### src/rtl/rom_fetch_pkg.sv
// Shared definitions for the ROM fetch controller: FSM encoding and counter sizing.
package rom_fetch_pkg;

    typedef enum logic [1:0] {
        ST_IDLE    = 2'd0,
        ST_SETUP   = 2'd1,
        ST_ACCESS  = 2'd2,
        ST_RECOVER = 2'd3
    } state_e;

    localparam int unsigned DEFAULT_WAIT_CYCLES = 2;

    // Wait counter width: max(1, clog2(wait_cycles+1)).
    function automatic int unsigned ctr_width(input int unsigned wait_cycles);
        int unsigned w;
        w = $clog2(wait_cycles + 1);
        return (w < 1) ? 1 : w;
    endfunction

endpackage

### src/rtl/rom_fetch_waitctr.sv
// Loadable down-counter with a zero flag; times the ROM access window.
module rom_fetch_waitctr #(
    parameter int unsigned WIDTH = 2
) (
    input  logic             clk,
    input  logic             nreset,
    input  logic             i_load,
    input  logic [WIDTH-1:0] i_load_val,
    input  logic             i_dec,
    output logic             o_zero_c
);

    logic [WIDTH-1:0] r_count;

    // Load takes priority; decrement saturates at zero.
    always_ff @(posedge clk or negedge nreset) begin
        if (!nreset) begin
            r_count <= '0;
        end else if (i_load) begin
            r_count <= i_load_val;
        end else if (i_dec && (r_count != '0)) begin
            r_count <= r_count - WIDTH'(1);
        end
    end

    assign o_zero_c = (r_count == '0);

endmodule

### src/rtl/rom_fetch.sv
// Synchronous read controller for an asynchronous ROM with programmable wait states.
// Optional burst reads are enabled by defining ROM_FETCH_BURST_EN.
module rom_fetch
    import rom_fetch_pkg::*;
#(
    parameter int unsigned AWIDTH      = 8,
    parameter int unsigned DWIDTH      = 8,
    parameter int unsigned WAIT_CYCLES = DEFAULT_WAIT_CYCLES
) (
    input  logic              clk,
    input  logic              nreset,
    input  logic              req,
    input  logic [AWIDTH-1:0] addr,
    output logic              ack,
    output logic [DWIDTH-1:0] data_out,
    output logic              busy,
    output logic [AWIDTH-1:0] rom_a,
    output logic              rom_nce,
    output logic              rom_noe,
    input  logic [DWIDTH-1:0] rom_d
);

    localparam int unsigned CW = ctr_width(WAIT_CYCLES);
    localparam logic [CW-1:0] LOAD_VAL = CW'(WAIT_CYCLES);

    state_e r_state;
    state_e w_state_nxt;
    logic   w_ctr_zero;
    logic   w_last;
    logic   w_burst;
    logic   w_accept;
    logic   w_ctr_load;
    logic   w_ctr_dec;
    logic   w_nce_nxt;
    logic   w_noe_nxt;
    logic   w_busy_nxt;

    rom_fetch_waitctr #(
        .WIDTH (CW)
    ) u_waitctr (
        .clk        (clk),
        .nreset     (nreset),
        .i_load     (w_ctr_load),
        .i_load_val (LOAD_VAL),
        .i_dec      (w_ctr_dec),
        .o_zero_c   (w_ctr_zero)
    );

    // Final ACCESS cycle detection and burst continuation.
    always_comb begin
        w_accept = (r_state == ST_IDLE) && req;
        w_last   = (r_state == ST_ACCESS) && w_ctr_zero;
`ifdef ROM_FETCH_BURST_EN
        w_burst  = w_last && req;
`else
        w_burst  = 1'b0;
`endif
        w_ctr_load = (r_state == ST_SETUP) || w_burst;
        w_ctr_dec  = (r_state == ST_ACCESS) && !w_last;
    end

    // State register.
    always_ff @(posedge clk or negedge nreset) begin
        if (!nreset) begin
            r_state <= ST_IDLE;
        end else begin
            r_state <= w_state_nxt;
        end
    end

    // Next-state logic.
    always_comb begin
        w_state_nxt = r_state;
        case (r_state)
            ST_IDLE:    if (req) w_state_nxt = ST_SETUP;
            ST_SETUP:   w_state_nxt = ST_ACCESS;
            ST_ACCESS:  if (w_last) w_state_nxt = w_burst ? ST_ACCESS : ST_RECOVER;
            ST_RECOVER: w_state_nxt = ST_IDLE;
            default:    w_state_nxt = ST_IDLE;
        endcase
    end

    // Strobe values for the upcoming state; registered below so outputs never glitch.
    always_comb begin
        w_nce_nxt  = 1'b1;
        w_noe_nxt  = 1'b1;
        w_busy_nxt = 1'b1;
        case (w_state_nxt)
            ST_IDLE:   w_busy_nxt = 1'b0;
            ST_SETUP:  w_nce_nxt  = 1'b0;
            ST_ACCESS: begin
                w_nce_nxt = 1'b0;
                w_noe_nxt = 1'b0;
            end
            default:   ;
        endcase
    end

    // Registered strobes, address and data path.
    always_ff @(posedge clk or negedge nreset) begin
        if (!nreset) begin
            rom_nce  <= 1'b1;
            rom_noe  <= 1'b1;
            busy     <= 1'b0;
            ack      <= 1'b0;
            rom_a    <= '0;
            data_out <= '0;
        end else begin
            rom_nce <= w_nce_nxt;
            rom_noe <= w_noe_nxt;
            busy    <= w_busy_nxt;
            ack     <= w_last;
            if (w_accept) begin
                rom_a <= addr;
            end else if (w_burst) begin
                rom_a <= rom_a + AWIDTH'(1);
            end
            if (w_last) begin
                data_out <= rom_d;
            end
        end
    end

endmodule

### config.mk
export PLATFORM = sky130hd
export DESIGN_NAME = rom_fetch
export DESIGN_NICKNAME = d
export VERILOG_FILES = /design/src/rtl/rom_fetch_pkg.sv /design/src/rtl/rom_fetch_waitctr.sv /design/src/rtl/rom_fetch.sv
export SDC_FILE = /design/constraint.sdc
export NUM_CORES = 1
export LEC_CHECK = 0
export CAP_MARGIN = 20
export CORE_MARGIN = 8
export CORE_UTILIZATION = 50
export CTS_CLUSTER_DIAMETER = 40
export DETAILED_ROUTE_END_ITERATION = 6
export DONT_BUFFER_PORTS = 1
export SYNTH_ARGS = -nofsm -noshare
export SYNTH_HDL_FRONTEND = slang
export SYNTH_SLANG_ARGS = --single-unit
### constraint.sdc
create_clock -name clk -period 3.7 [get_ports clk]
set_input_delay 0.74 -clock clk [delete_from_list [all_inputs] [get_ports clk]]
set_output_delay 0.74 -clock clk [all_outputs]
set_load 0.02 [all_outputs]
==> flow_summary.json <==
{
  "hold_class": "in2async",
  "avgSynthCellArea_um2": 15.5,
  "final-setup-viol-count": 0,
  "critical_path_required_ns": 2.96,
  "worstRegToRegCells": 5,
  "gp_congestion": 0.636,
  "path_max_fanout": 1,
  "dp_slack_ns": 2.13,
  "period_needed_ns": 1.66,
  "cp.arrival_ns": 0.92,
  "synth_fa_ha_area_share_pct": 8.70,
  "fin_hold_ws_ns": 0.0959,
  "placed_cells": 92,
  "syn_area_um2": 1010,
  "muxShareOfSynthArea_pct": 22.0,
  "timing.max_slew.rel_slack_pct": 83.7,
  "first_pass_iters": 2,
  "via_count": 497,
  "synth-simple-area-share_pct": 3.11,
  "synth-xor-area-share_pct": 0.870,
  "htreeDepth": 1,
  "seqCellArea_um2": 603,
  "p_total_mw": 1.13,
  "clock_latency_ns": 0.32,
  "syn_nets": 91,
  "status": "complete, no violations",
  "max_clock_freq_mhz": 602,
  "netlist_instances": 65,
  "fin_area_um2": 1080,
  "synthTopCellsByArea": "dfrtp_1, mux2_4, mux2_2",
  "clkTransAtPathRegs_ns": 0.13,
  "ys.warnings.count": 0,
  "first_iter_violations": 3,
  "synth_compound_area_share_pct": 2.11,
  "diodes": 0,
  "clock_path_buffers": 2,
  "setup_total_negative_slack_ns": 0,
  "cts_tree": "done",
  "num_rows": 16,
  "clock-root-buffer": "clkbuf_4",
  "grt_max_degree": 25,
  "layout_commonest_cell": "dfrtp_1",
  "layout_setup_ws_ns": 2.04,
  "final_cell_mix": "dfrtp_1, inv_1, mux2_2, mux2_4, ha_1",
  "holdBufCountCts": 0,
  "critical_path.endpoint_type": "output pin",
  "fillers": 168,
  "avgViaCountPerCell": 5.18,
  "cts_resized": 0,
  "p_per_area_nw_per_um2": 1050,
  "drc": 0,
  "cp-start-kind": "flop",
  "grt_first_pass_wirelength_mm": 2.63,
  "yosysSeqAreaShare_pct": 59.9,
  "cts_made_buffers": 3,
  "core_um2": 1920,
  "rrSetupSlack_ns": 2.12,
  "start_util_pct": 52.4,
  "overflow": 0,
  "routedWlPerCell_um": 17.9,
  "multi_input_area_um2": 370,
  "antenna_found_initial": 0,
  "hold_viol_final": 0,
  "period_share_pct": 44.9,
  "final_core_util_pct": 56.1,
  "hpwl_mm": 1.31,
  "grt_util_all_layers_pct": 9.74,
  "cts.sinks": 24,
  "drt-total-wl_mm": 1.72,
  "maxCapViolCount": 0,
  "ioPinCount": 39,
  "yosysTopAreaCell": "dfrtp_1",
  "nets": 96,
  "grt_pass1_vias": 603,
  "p_leak_nw": 0.549,
  "synth.top_cell.area_share_pct": 54.7,
  "dieHeight_um": 60.9,
  "ant_nets": 0,
  "tightest_slew_ns": 0.245,
  "place_area_um2": 1040,
  "fp.dieW_um": 60.9,
  "crit_type": "reg2out",
  "die_area_um2": 3710,
  "cts_setup_buffers": 0,
  "finalClockSkew_ns": 0.00243,
  "io_buffers": 0,
  "drive_gt1_share_pct": 36.2,
  "drv_slew": 0,
  "synth_seq_cells": 24,
  "synth.distinct_cells": 14,
  "synth_top_family_by_area": "multiplexers",
  "syn2layout_area_growth_pct": 6.96,
  "fin_cells": 96,
  "rsz0062_at_grt": "false",
  "crit_cells": 0,
  "max-vdd-ir-drop_v": 0.000510
}
[where the power goes]
part	leakage (nW)	internal (mW)	switching (mW)
Sequential	0.281	0.407	0.221
Clock	0.0210	0.0602	0.0785
Combinational	0.247	0.206	0.154
Total	0.549	0.673	0.453
[registers in the layout, summed over array words and instances (netlist names)]
register,flops
rom_a,8
r_state,2
data_out,8
busy,1
ack,1
u_waitctr.r_count,2
rom_noe,1
rom_nce,1
[synthesized netlist by cell type (all sizes together)]
| library cell | count |
|---|---|
| nand2 | 2 |
| a211o | 1 |
| o22ai | 1 |
| mux2 | 17 |
| nand2b | 1 |
| nor2 | 2 |
| ha | 7 |
| dfstp | 2 |
| dfrtp | 22 |
| inv | 9 |
| xnor2 | 1 |
[cell type report]
class | count | area share [%]
inverters | 9 | 3.14
multi-input cells | 32 | 34.4
well taps | 27 | 3.14
clock buffers | 4 | 3.37
flip-flops and latches | 24 | 56.0
[metal layers]
metal	up-vias	global-route usage (%)	wire, um
met1	248	9.64	628
met5	-	0	0
li1	220	-	-
met3	2	5.08	261
met4	0	5.98	14
met2	27	15.8	815
[final timing paths]
| check | start | end |
|---|---|---|
| max in group asynchronous | nreset | rom_noe$_DFF_PN1_ |
| max | rom_nce$_DFF_PN1_ | rom_nce |
| min in group clk | u_waitctr.r_count[1]$_DFFE_PN0P_ | u_waitctr.r_count[1]$_DFFE_PN0P_ |
| min reg2reg | u_waitctr.r_count[1]$_DFFE_PN0P_ | u_waitctr.r_count[1]$_DFFE_PN0P_ |
| min | nreset | data_out[3]$_DFFE_PN0P_ |
| max reg2reg | r_state[0]$_DFF_PN0_ | rom_nce$_DFF_PN1_ |
[cell families (layout without fill, tap and decap cells)]
family                     count (synthesis)  count (layout)
DFF                                       24              24
muxes                                     17              17
buffers and inverters                      9              13
adders and majority gates                  7               7
and+or+nand+nor                            5               5
AOI/OAI and AO/OA                          2               2
xor gates and xnor gates                   1               1
Note: power is estimated with default switching activity, not from simulation.
